$ cat config.mk
export PLATFORM = sky130hd
export DESIGN_NAME = alu_functional_unit_flat
export DESIGN_NICKNAME = d
export VERILOG_FILES = /design/src/rtl/alu_functional_unit_if.sv /design/src/rtl/alu_functional_unit.sv /design/src/flat_wrapper.sv
export SDC_FILE = /design/constraint.sdc
export NUM_CORES = 1
export LEC_CHECK = 0
export CORE_AREA = 2 2 132 134
export DETAILED_ROUTE_END_ITERATION = 16
export DIE_AREA = 0 0 134 136
export GPL_TIMING_DRIVEN = 0
export HOLD_SLACK_MARGIN = 0.06
export PLACE_DENSITY = 0.75
export SYNTH_ARGS = -nofsm -noshare
export SYNTH_HDL_FRONTEND = slang
export SYNTH_SLANG_ARGS = --single-unit
$ cat constraint.sdc
create_clock -name clk -period 5.8 [get_ports clk]
set_clock_uncertainty 0.1 [all_clocks]
set_input_delay 1.16 -clock clk [delete_from_list [all_inputs] [get_ports clk]]
set_output_delay 1.16 -clock clk [all_outputs]
set_load 0.01 [all_outputs]
$ cat src/rtl/alu_functional_unit_if.sv
// Reservation-station-to-functional-unit issue bus plus the CDB request/grant slot.
interface alu_functional_unit_if #(
  parameter int DATA_W = 16,
  parameter int IDX_W  = 4
);
  logic              in_valid;
  logic [IDX_W-1:0]  in_instr_index;
  logic [3:0]        in_opcode;
  logic [7:0]        in_i;
  logic [DATA_W-1:0] in_val1;
  logic [DATA_W-1:0] in_val2;
  logic              cdb_grant;
  logic              cdb_req;
  logic [IDX_W-1:0]  cdb_rob_index;
  logic [DATA_W-1:0] cdb_result;
  logic              busy;
  logic              overflow;

  modport master (
    output in_valid, in_instr_index, in_opcode, in_i, in_val1, in_val2, cdb_grant,
    input  cdb_req, cdb_rob_index, cdb_result, busy, overflow
  );

  modport slave (
    input  in_valid, in_instr_index, in_opcode, in_i, in_val1, in_val2, cdb_grant,
    output cdb_req, cdb_rob_index, cdb_result, busy, overflow
  );
endinterface

$ cat src/rtl/alu_functional_unit.sv
// Two-stage integer ALU feeding a small result queue that drains onto one CDB slot.
// The pipeline never stalls; a result arriving at a full queue with no pop is dropped.
module alu_functional_unit #(
  parameter int FIFO_DEPTH = 4,
  parameter int DATA_W     = 16,
  parameter int IDX_W      = 4
) (
  input  logic                 clk,
  input  logic                 rst,
  alu_functional_unit_if.slave fu_if
);
  localparam int PTR_W = $clog2(FIFO_DEPTH);
  localparam int CNT_W = PTR_W + 1;
  localparam int OCC_W = CNT_W + 1;

  typedef enum logic [3:0] {
    OP_ADD  = 4'd0, OP_SUB = 4'd1, OP_AND = 4'd2, OP_OR  = 4'd3,
    OP_XOR  = 4'd4, OP_SHL = 4'd5, OP_SHR = 4'd6, OP_MOVI = 4'd7,
    OP_ADDI = 4'd8, OP_SLT = 4'd9
  } opcode_e;

  // Stage 1: registered issue
  logic              s1_valid_q;
  logic [IDX_W-1:0]  s1_idx_q;
  opcode_e           s1_op_q;
  logic [7:0]        s1_imm_q;
  logic [DATA_W-1:0] s1_v1_q, s1_v2_q;

  // Stage 2: registered result
  logic              s2_valid_q;
  logic [IDX_W-1:0]  s2_idx_q;
  logic [DATA_W-1:0] s2_res_q;
  logic [DATA_W-1:0] result_d;

  // Result queue
  logic [IDX_W-1:0]  mem_idx_q [FIFO_DEPTH];
  logic [DATA_W-1:0] mem_res_q [FIFO_DEPTH];
  logic [PTR_W-1:0]  wr_ptr_q, rd_ptr_q;
  logic [CNT_W-1:0]  count_q, count_d;
  logic              overflow_q;
  logic              full, pop, push;
  logic [OCC_W-1:0]  occupancy;

  always_ff @(posedge clk) begin
    if (rst) begin
      s1_valid_q <= 1'b0;
      s2_valid_q <= 1'b0;
    end else begin
      s1_valid_q <= fu_if.in_valid;
      s2_valid_q <= s1_valid_q;
    end
    s1_idx_q <= fu_if.in_instr_index;
    s1_op_q  <= opcode_e'(fu_if.in_opcode);
    s1_imm_q <= fu_if.in_i;
    s1_v1_q  <= fu_if.in_val1;
    s1_v2_q  <= fu_if.in_val2;
    s2_idx_q <= s1_idx_q;
    s2_res_q <= result_d;
  end

  always_comb begin
    result_d = '0;
    case (s1_op_q)
      OP_ADD:  result_d = s1_v1_q + s1_v2_q;
      OP_SUB:  result_d = s1_v1_q - s1_v2_q;
      OP_AND:  result_d = s1_v1_q & s1_v2_q;
      OP_OR:   result_d = s1_v1_q | s1_v2_q;
      OP_XOR:  result_d = s1_v1_q ^ s1_v2_q;
      OP_SHL:  result_d = s1_v1_q << s1_v2_q[3:0];
      OP_SHR:  result_d = s1_v1_q >> s1_v2_q[3:0];
      OP_MOVI: result_d = {{(DATA_W-8){1'b0}}, s1_imm_q};
      OP_ADDI: result_d = s1_v1_q + {{(DATA_W-8){s1_imm_q[7]}}, s1_imm_q};
      OP_SLT:  result_d = ($signed(s1_v1_q) < $signed(s1_v2_q)) ? DATA_W'(1) : '0;
      default: result_d = '0;
    endcase
  end

  // A full queue can still accept when the head leaves in the same cycle.
  assign full      = (count_q == CNT_W'(FIFO_DEPTH));
  assign pop       = (count_q != '0) && fu_if.cdb_grant;
  assign push      = s2_valid_q && (!full || pop);
  assign count_d   = count_q + CNT_W'(push) - CNT_W'(pop);
  assign occupancy = OCC_W'(count_q) + OCC_W'(s1_valid_q) + OCC_W'(s2_valid_q);

  always_ff @(posedge clk) begin
    if (rst) begin
      wr_ptr_q   <= '0;
      rd_ptr_q   <= '0;
      count_q    <= '0;
      overflow_q <= 1'b0;
    end else begin
      count_q <= count_d;
      if (push) wr_ptr_q <= wr_ptr_q + PTR_W'(1);
      if (pop)  rd_ptr_q <= rd_ptr_q + PTR_W'(1);
      if (s2_valid_q && full && !pop) overflow_q <= 1'b1;
    end
  end

  always_ff @(posedge clk) begin
    if (push) begin
      mem_idx_q[wr_ptr_q] <= s2_idx_q;
      mem_res_q[wr_ptr_q] <= s2_res_q;
    end
  end

  // Head fields read as zero while the queue is empty so stale entries never leak out.
  assign fu_if.cdb_req       = (count_q != '0);
  assign fu_if.cdb_rob_index = fu_if.cdb_req ? mem_idx_q[rd_ptr_q] : '0;
  assign fu_if.cdb_result    = fu_if.cdb_req ? mem_res_q[rd_ptr_q] : '0;
  assign fu_if.busy          = (occupancy >= OCC_W'(FIFO_DEPTH - 1));
  assign fu_if.overflow      = overflow_q;
endmodule

$ cat src/flat_wrapper.sv
// flat-port wrapper written by rule: the top's interface ports become plain ports
module alu_functional_unit_flat 
#(
  parameter int FIFO_DEPTH = 4,
  parameter int DATA_W     = 16,
  parameter int IDX_W      = 4
)
  (clk, rst, fu_if_in_valid, fu_if_in_instr_index, fu_if_in_opcode, fu_if_in_i, fu_if_in_val1, fu_if_in_val2, fu_if_cdb_grant, fu_if_cdb_req, fu_if_cdb_rob_index, fu_if_cdb_result, fu_if_busy, fu_if_overflow);
  alu_functional_unit_if #(.DATA_W(DATA_W), .IDX_W(IDX_W)) fu_if_i ();
  input  logic clk;
  input  logic rst;
  input wire logic [$bits(fu_if_i.in_valid)-1:0] fu_if_in_valid;
  input wire logic [$bits(fu_if_i.in_instr_index)-1:0] fu_if_in_instr_index;
  input wire logic [$bits(fu_if_i.in_opcode)-1:0] fu_if_in_opcode;
  input wire logic [$bits(fu_if_i.in_i)-1:0] fu_if_in_i;
  input wire logic [$bits(fu_if_i.in_val1)-1:0] fu_if_in_val1;
  input wire logic [$bits(fu_if_i.in_val2)-1:0] fu_if_in_val2;
  input wire logic [$bits(fu_if_i.cdb_grant)-1:0] fu_if_cdb_grant;
  output wire logic [$bits(fu_if_i.cdb_req)-1:0] fu_if_cdb_req;
  output wire logic [$bits(fu_if_i.cdb_rob_index)-1:0] fu_if_cdb_rob_index;
  output wire logic [$bits(fu_if_i.cdb_result)-1:0] fu_if_cdb_result;
  output wire logic [$bits(fu_if_i.busy)-1:0] fu_if_busy;
  output wire logic [$bits(fu_if_i.overflow)-1:0] fu_if_overflow;
  assign fu_if_i.in_valid = fu_if_in_valid;
  assign fu_if_i.in_instr_index = fu_if_in_instr_index;
  assign fu_if_i.in_opcode = fu_if_in_opcode;
  assign fu_if_i.in_i = fu_if_in_i;
  assign fu_if_i.in_val1 = fu_if_in_val1;
  assign fu_if_i.in_val2 = fu_if_in_val2;
  assign fu_if_i.cdb_grant = fu_if_cdb_grant;
  assign fu_if_cdb_req = fu_if_i.cdb_req;
  assign fu_if_cdb_rob_index = fu_if_i.cdb_rob_index;
  assign fu_if_cdb_result = fu_if_i.cdb_result;
  assign fu_if_busy = fu_if_i.busy;
  assign fu_if_overflow = fu_if_i.overflow;
  alu_functional_unit #(.FIFO_DEPTH(FIFO_DEPTH), .DATA_W(DATA_W), .IDX_W(IDX_W)) u_core (.clk(clk), .rst(rst), .fu_if(fu_if_i));
endmodule
* After elaboration in Yosys (flattened, before gate mapping)
Memory sizes are Yosys's and may differ from the RTL's. A register that Yosys moved wholly into a read port is not among the register bits. Index checks and enable logic that the tools add are counted.
Storage, ports and cells: register bits after elaboration 78, memory bits (writable) 80, word-level logic and storage cells 60, memories 2
Operators by class: $add $sub $neg 9, $lt $le $gt $ge 2, eq/ne operators 10, shifts and indexed selects 2, mux-type cells 10, bitwise operators 3, reductions and logical operators 9
Memories:
- u_core.mem_res_q | words 4, bits a word 16, read ports 1, clocked after Yosys merged registers in 1, write ports 1, RTL line alu_functional_unit.sv:37 | logic [DATA_W-1:0] mem_res_q [FIFO_DEPTH];
- u_core.mem_idx_q | words 4, bits a word 4, read ports 1, clocked after Yosys merged registers in 1, write ports 1, RTL line alu_functional_unit.sv:36 | logic [IDX_W-1:0] mem_idx_q [FIFO_DEPTH];
Operator list (count):
- $pmux W16 S10 | 1
- $add A16 B16 Y16 | 2
- $and A16 B16 Y16 | 1
- $eq A4 B3 Y1 const B | 4
- $lt A16 B16 Y1 | 1
- $mux W16 | 1
- $or A16 B16 Y16 | 1
- $shl A16 B4 Y16 | 1
- $shr A16 B4 Y16 | 1
- $sub A16 B16 Y16 | 1
- $xor A16 B16 Y16 | 1
- $eq A4 B2 Y1 const B | 2
- $eq A4 B4 Y1 const B | 2
- $mux W2 | 4
- $add A2 B1 Y2 const B | 2
- $add A3 B1 Y4 | 1
- $add A4 B1 Y4 | 1
- $eq A4 B1 Y1 const B | 1
- $ge A4 B2 Y1 const B | 1
- $logic_and A1 B1 Y1 | 4
- $logic_not A4 Y1 | 1
- $mux W4 | 1
- $add A3 B1 Y3 | 1
- $eq A3 B3 Y1 const B | 1
- 5 further kinds | 8

* Depth between registers and ports, before layout
Gate-level depths: netlist (run 1).
depth after elaboration 6, gate-level depth with buffers 15, gate-level depth less buffers 14

* Worst setup path before layout (run 1)
No wires, ideal clock.
path kind register -> register, start register u_core.s1_op_q[0], end register u_core.s2_res_q[12], data arrival time 2.979 ns, data required time 5.569 ns, path slack 2.590 ns, stages on the path, launching flop included 15, path buffers 2, cell sequence dfxtp_1 clkbuf_1 nor2_1 nand2_1 clkbuf_1 o21ai_0 ha_1 inv_1 fa_1 nor2b_1 o31a_1 or2_2 a41o_1 mux2i_1 o211ai_1
Between the ends: cells in the longest elaborated chain, start to end 2
RTL lines:
- from (decl) | RTL line alu_functional_unit.sv:25 | opcode_e s1_op_q;
- from (signal assigned) | RTL line alu_functional_unit.sv:53 | s1_op_q <= opcode_e'(fu_if.in_opcode);
- $eq A4 B4 Y1 (tied with other cells) | RTL line alu_functional_unit.sv:63 | case (s1_op_q)
- $pmux W16 S10 * | RTL line alu_functional_unit.sv:63
- net u_core.result_d[12] | RTL line alu_functional_unit.sv:33 | logic [DATA_W-1:0] result_d;
- to (signal assigned) | RTL line alu_functional_unit.sv:58 | s2_res_q <= result_d;
- to (decl) | RTL line alu_functional_unit.sv:32 | logic [DATA_W-1:0] s2_res_q;
The timed path passes the listed nets; every way through them passes the cells marked *. A chain may end at the register's enable or synchronous reset.

* Worst setup path after layout (run 1)
Ends and elaborated chain as after synthesis.

==> results of run 1 <==
-- layer usage --
| metal | share of wire, % | GRT usage (%) | up-vias |
|---|---|---|---|
| met5 | 0 | 0 | - |
| met4 | 3.7 | 11.5 | 0 |
| met3 | 8.2 | 5.85 | 70 |
| met2 | 45 | 44.6 | 360 |
| met1 | 43 | 39.5 | 3422 |
| li1 | - | - | 3351 |
-- area by class of cell --
class                      count  area (sq um)  share of cell area (%)
clock inverter                14           218                    2.03
buffer                        43           166                    1.55
multi-input combinational    605          4700                    43.7
timing repair buffer          74           741                    6.89
tap                          225           282                    2.62
sequential                   160          4000                    37.2
inverter                      55           206                    1.92
clock buffer                  18           429                    3.99
antenna                        1          2.50                  0.0233
-- worst max-delay path, cell delays in order, from the launching register on --
cell and delay (ps):
dfxtp_1 300, clkbuf_1 190, nor2_1 570, nand2_1 560, clkbuf_1 450, o21ai_0 290
ha_1 240, inv_1 70, fa_1 420, nor2b_1 180, o31a_1 250, or2_2 180
a41o_1 230, mux2i_1 290, o211ai_1 170
-- sequential cells by signal, summed over array words and instances (netlist names), 3 cells and up, named ones only --
name	count
u_core.s1_imm_q	8
u_core.s1_v2_q	16
u_core.s1_idx_q	4
u_core.s1_v1_q	16
u_core.mem_res_q	64
u_core.s1_op_q	4
u_core.mem_idx_q	16
u_core.s2_res_q	16
u_core.s2_idx_q	4
u_core.count_q	3
-- layout by cell type, fill, tap and decap left out, drive strengths merged, types with 12 or more instances in the layout --
cell type,count
nand2,56
mux4,28
inv,61
nand3,12
and2,29
o22ai,12
clkdlybuf4s50,74
mux2i,16
nor2b,16
ha,74
nor2,71
o21ai,40
clkbuf,52
a21oi,46
dfxtp,80
nor3,20
o211ai,16
edfxtp,80
xnor2,23
a22oi,13
-- how the worst min path moves through the flow --
stage	from	end	slack, ps	depth (start not counted)
final	u_core.s1_idx_q[1]$_DFF_P_	u_core.s2_idx_q[1]$_DFF_P_	230	0
after global routing	u_core.s1_idx_q[3]$_DFF_P_	u_core.s2_idx_q[3]$_DFF_P_	240	0
after CTS	u_core.s1_idx_q[3]$_DFF_P_	u_core.s2_idx_q[3]$_DFF_P_	240	0
after detailed placement	u_core.s1_idx_q[0]$_DFF_P_	u_core.s2_idx_q[0]$_DFF_P_	220	0
after global placement	u_core.s1_idx_q[3]$_DFF_P_	u_core.s2_idx_q[3]$_DFF_P_	210	0
after floorplan	u_core.s1_idx_q[0]$_DFF_P_	u_core.s2_idx_q[0]$_DFF_P_	210	0
-- through the flow --
| step | cells | hold WS (ps) |
|---|---|---|
| after floorplan | 863 | 210 |
| after global placement | 1162 | 211 |
| after detailed placement | 1162 | 220 |
| after CTS | 1194 | 237 |
| after global routing | 1194 | 241 |
| final | 1195 | 234 |
-- where the power goes --
part	internal (uW)	leakage [uW]	total, uW	switching, uW
Combinational	471	0.00250	941	470
Clock	737	0.000309	1220	478
Sequential	1260	0.00140	1320	62.9
Total	2470	0.00421	3480	1010
-- cells by family (layout without fill, tap and decap cells) --
| family | count (synthesis) | count (layout) | synth area share, % |
|---|---|---|---|
| adder cells (fa/ha/maj) | 78 | 78 | 11.1 |
| multiplexers | 51 | 51 | 9.58 |
| other | 0 | 1 | 0 |
| AO/OA/AOI/OAI | 204 | 204 | 15.3 |
| flip-flops | 160 | 160 | 44.1 |
| XOR/XNOR | 32 | 32 | 3.09 |
| buffers and inverters | 98 | 204 | 4.11 |
| AND/OR/NAND/NOR | 240 | 240 | 12.7 |
==> reports/metrics.csv, run 1 <==
stage,metric,value,unit
run_status,status,finished clean,
synth,synth_cells,863,
power,p_per_area,324,nW/um^2
floorplan,start_util,53.8,%
worst_setup_path,crit_start,u_core.s1_op_q[0]$_DFF_P_,
placed_design,hpwl,19.2,mm
placed_design,pre_cts_slack,1310,ps
synth,synthFlopType,edfxtp_1,
timing,finalSetupViolations,0,
clocking,cts_buffer_depth,2,
synth,synth_seq_cells,160,
floorplan,die_h,136,microns
floorplan,fp-row-count,48,
clocking,cts-buffers-inserted,17,
worst_setup_path,critPathLaunchType,flop,
grt,grt_pass1_vias,6859,
routing,vias,7203,
timing,hold_viol_final,0,
clocking,cts_setup_buffers,0,
worst_setup_path,critPathMaxFanout,10,
synth,avgSynthCellArea,10.5,sq um
timing,fin_crit,4640,ps
run,maxCapViolations,0,
power,power,3480,uW
synth,synth_async_sr_flop_share,0,%
timing,relSlewSlack,26.2,%
grt,grt_max_degree,21,
floorplan,core_region_area,16900,sq um
placed_design,gp_congestion,1.02,
worst_setup_path,rr_startpoint,u_core.s1_op_q[0]$_DFF_P_,
power,ir_drop,0.216,mV
grt,track_usage,28.7,%
synth,synth_edf_count,80,
worst_setup_path,r2r_slack,1160,ps
clocking,clk_pin_slew_worst_paths,70,ps
routing,routed_via_density,6.03,
worst_setup_path,cp-endpoint,u_core.s2_res_q[12]$_DFF_P_,
clocking,postCtsHoldBufs,0,
finish,n_fill_cell,1368,
worst_setup_path,cp.required,5980,ps
finish,layout.nets,1086,
floorplan,ios,75,
synth,synth_area_leader_cell,edfxtp_1,
synth,yosysWarnings,0,
clocking,clkLatencyLatePin,430,ps
routing,ant_nets,0,
timing,setup_ws,1160,ps
finish,area_delta_synth_final,18.4,%
grt,grt_overflow,0,
synth,synth_area_leaders,"edfxtp_1, dfxtp_1, ha_1",
finish,fin_area,10700,sq um
routing,routed_wl,25.3,mm
finish,fin_util,63.7,%
grt,grt_pass1_wl,39.1,mm
worst_hold_path,min_path_type,flop to flop,
worst_setup_path,cp.arrival,4820,ps
timing,setup_tns,0,ps
synth,synth_commonest_cells,"dfxtp_1, edfxtp_1, ha_1, nor2_1, nand2_1",
placed_design,port_buffers,74,
clocking,htree_levels,4,
timing,worst_slew_pin_slew,1100,ps
timing,fmax,215,MHz
floorplan,dieArea,18200,sq um
routing,first_iter_violations,774,
worst_setup_path,r2r_cells,14,
synth,yosysSeqAreaShare,44.1,%
clocking,cts-resized-gates,0,
synth,ys_types,63,
clocking,cts_tree,yes,
floorplan,dieWidth,134,microns
worst_setup_path,end_kind,flop,
worst_setup_path,r2r-end,u_core.s2_res_q[12]$_DFF_P_,
finish,drive_gt1_share,8.26,%
timing,slew_viol_final,0,
synth,synthesis.nets,993,
routing,avgRoutedWirePerCell,21.2,microns
clocking,cts.sink_count,160,
placed_design,placed_area,10100,sq um
grt,antenna_found_initial,0,
routing,drc_errors,0,
worst_setup_path,crit_type,flop to flop,
routing,drtPass1Iterations,6,
synth,yosysTopAreaCellShare,26.5,%
timing,rsz0062_at_grt,no,
clocking,cts_root_buf,clkbuf_16,
synth,syn_area,9080,sq um
timing,min_period_over_period,80.0,%
power,cellLeakagePower,0.00421,uW
Power figures use the tool's default switching activity.
==> run 2: changes to the inputs <==
- clock period: 5.8 -> 4.7 ns (I/O delays scaled with it)
==> run 2 against run 1 <==
  * Clock-buffer cell count is the same
  * Die area stayed put
  * Design area stayed put
  * Sequential power is 23% higher
  * Global-route usage stayed put
  * Core utilization is the same
  * Via count grew 0.28%
  * Clock power grew 23%
  * Setup slack got worse by 900 ps
  * Register-to-register slack worse by 900 ps
  * First-iteration DRC count increased by 5.9%
  * Largest cell class unchanged
==> reports/metrics.csv, run 2 (synthesized netlist as in run 1, its figures left out) <==
stage,metric,value,unit,change
finish,fin_cells,1194,,-0.084%
clocking,clkLatencyLatePin,430,ps,about the same
routing,ant_nets,0,,unchanged
floorplan,ios,75,,unchanged
clocking,clk_pin_slew_worst_paths,70,ps,about the same
worst_setup_path,worst_path_max_delay_cell,nand2_1,,
timing,relSlewSlack,26.6,%,+0.40 points
timing,hold_viol_final,0,,unchanged
finish,layout.nets,1086,,unchanged
clocking,postCtsHoldBufs,0,,unchanged
finish,largest_reg_flops,64,,unchanged
routing,avgRoutedWirePerCell,21.2,microns,+0.15%
timing,setup_ws,262,ps,-896 ps
power,cellLeakagePower,0.00421,uW,about the same
finish,fin_util,63.7,%,unchanged
grt,grt_max_degree,21,,unchanged
worst_setup_path,cp.arrival,4620,ps,-200 ps
placed_design,placedCellCount,1162,,unchanged
worst_hold_path,min_path_type,flop to flop,,
finish,final_cell_mix,"dfxtp_1, edfxtp_1, ha_1, clkdlybuf4s50_1, nor2_1",,
grt,grtUsageMet2,44.6,%,unchanged
worst_setup_path,crit_chain,clkbuf_1 -> nor2_2 -> nand2_1 -> clkbuf_1 -> o21ai_0 -> ha_1 -> inv_1 -> fa_1 -> nor2b_1 -> o31a_1 -> or2_2 -> a41o_1 -> mux2i_1 -> o211ai_1,,
worst_setup_path,cp.required,4880,ps,-1100 ps
floorplan,dieArea,18200,sq um,unchanged
grt,busiest_layer,met2,,
routing,routed_wl,25.3,mm,about the same
worst_setup_path,crit_path_frequent_cell,clkbuf_1,,
clocking,cts_setup_buffers,0,,unchanged
worst_setup_path,critPathTopFamily,simple AND/OR/NAND/NOR gates,,
power,p_per_area,400,nW/um^2,+23%
grt,antenna_found_initial,0,,unchanged
placed_design,pre_cts_slack,208,ps,-1100 ps
timing,finalSetupViolations,0,,unchanged
floorplan,start_util,53.8,%,unchanged
placed_design,hpwl,19.2,mm,unchanged
grt,grt_pass1_vias,6859,,unchanged
clocking,cts-resized-gates,0,,unchanged
power,ir_drop,0.268,mV,+24%
clocking,cts-buffers-inserted,17,,unchanged
run,maxCapViolations,0,,unchanged
floorplan,core_region_area,16900,sq um,unchanged
worst_setup_path,cpPeakStageDelay,490,ps,-80 ps
finish,drive_gt1_share,8.36,%,+0.10 points
routing,first_iter_violations,820,,+5.9%
placed_design,gp_congestion,1.02,,unchanged
finish,area_delta_synth_final,18.4,%,unchanged
worst_setup_path,critPathMaxFanout,10,,unchanged
clocking,cts_tree,yes,,
worst_setup_path,end_kind,flop,,
finish,top_register,u_core.mem_res_q,,
clocking,cts_root_buf,clkbuf_16,,
clocking,cts_buffer_depth,2,,unchanged
routing,vias,7223,,+0.28%
routing,drc_errors,0,,unchanged
timing,slew_viol_final,0,,unchanged
worst_setup_path,critPathLaunchType,flop,,
grt,grt_overflow,0,,unchanged
finish,antennaDiodeCount,0,,-1
grt,grt_use_met1,39.5,%,unchanged
timing,min_period_over_period,94.4,%,+14 points
floorplan,dieWidth,134,microns,unchanged
grt,grtUsageMet3,5.85,%,unchanged
clocking,htree_levels,4,,unchanged
timing,worst_slew_pin_slew,1090,ps,-5.97 ps
timing,hold-worst-slack,234,ps,+0.0930 ps
floorplan,die_h,136,microns,unchanged
timing,rsz0062_at_grt,no,,
timing,setup_tns,0,ps,unchanged
worst_setup_path,crit_type,flop to flop,,
placed_design,port_buffers,74,,unchanged
clocking,cts.sink_count,160,,unchanged
timing,fin_crit,4440,ps,-204 ps
floorplan,fp-row-count,48,,unchanged
grt,grt_pass1_wl,39.1,mm,unchanged
finish,n_fill_cell,1368,,unchanged
run_status,status,finished clean,,
routing,drtPass1Iterations,6,,unchanged
routing,routed_via_density,6.05,,+0.36%
grt,track_usage,28.7,%,unchanged
timing,fmax,225,MHz,+4.6%
worst_setup_path,path_buf_inv,3,,unchanged
-- run 2: changes by cell type in the layout (fill, tap and decap cells not counted), sizes merged --
cell,previous run,this run
diode,1,0
-- run 2: per-layer routing --
layer | up-vias | wire length [microns]
met3 | 76 | 2190
met1 | 3407 | 10800
met2 | 390 | 11300
li1 | 3350 | -
met4 | 0 | 997
met5 | - | 0
-- run 2: final cells by class --
class                   count  area [sq um]  share of cell area (%)
inverters                  55           206                    1.92
clock inverters            14           218                    2.03
clock buffers              18           429                    3.99
multi-input cells         605          4700                    43.8
well taps                 225           282                    2.62
flip-flops and latches    160          4000                    37.2
repair buffers             74           741                    6.89
plain buffers              43           166                    1.55
-- run 2: worst paths after layout --
kind	from	endpoint	slack, ps	depth (start not counted)
worst max register to register	u_core.s1_op_q[0]$_DFF_P_	u_core.s2_res_q[12]$_DFF_P_	260	14
worst min-delay path	u_core.s1_idx_q[1]$_DFF_P_	u_core.s2_idx_q[1]$_DFF_P_	230	0
worst max-delay path	u_core.s1_op_q[0]$_DFF_P_	u_core.s2_res_q[12]$_DFF_P_	260	14
worst min register to register	u_core.s1_idx_q[1]$_DFF_P_	u_core.s2_idx_q[1]$_DFF_P_	230	0
-- run 2: where the power goes --
part	switching (uW)	internal [uW]
combinational	580	582
sequential	77.5	1560
clock	593	909
total	1250	3050
-- run 2: metrics by stage --
stage / total power, uW / cell area [sq um]
5_1_grt: 4500 / 10700
3_5_place_dp: 2810 / 10100
6_report: 4300 / 10700
4_1_cts: 4320 / 10700
2_1_floorplan: 2360 / 9080
3_3_place_gp: 2800 / 10100
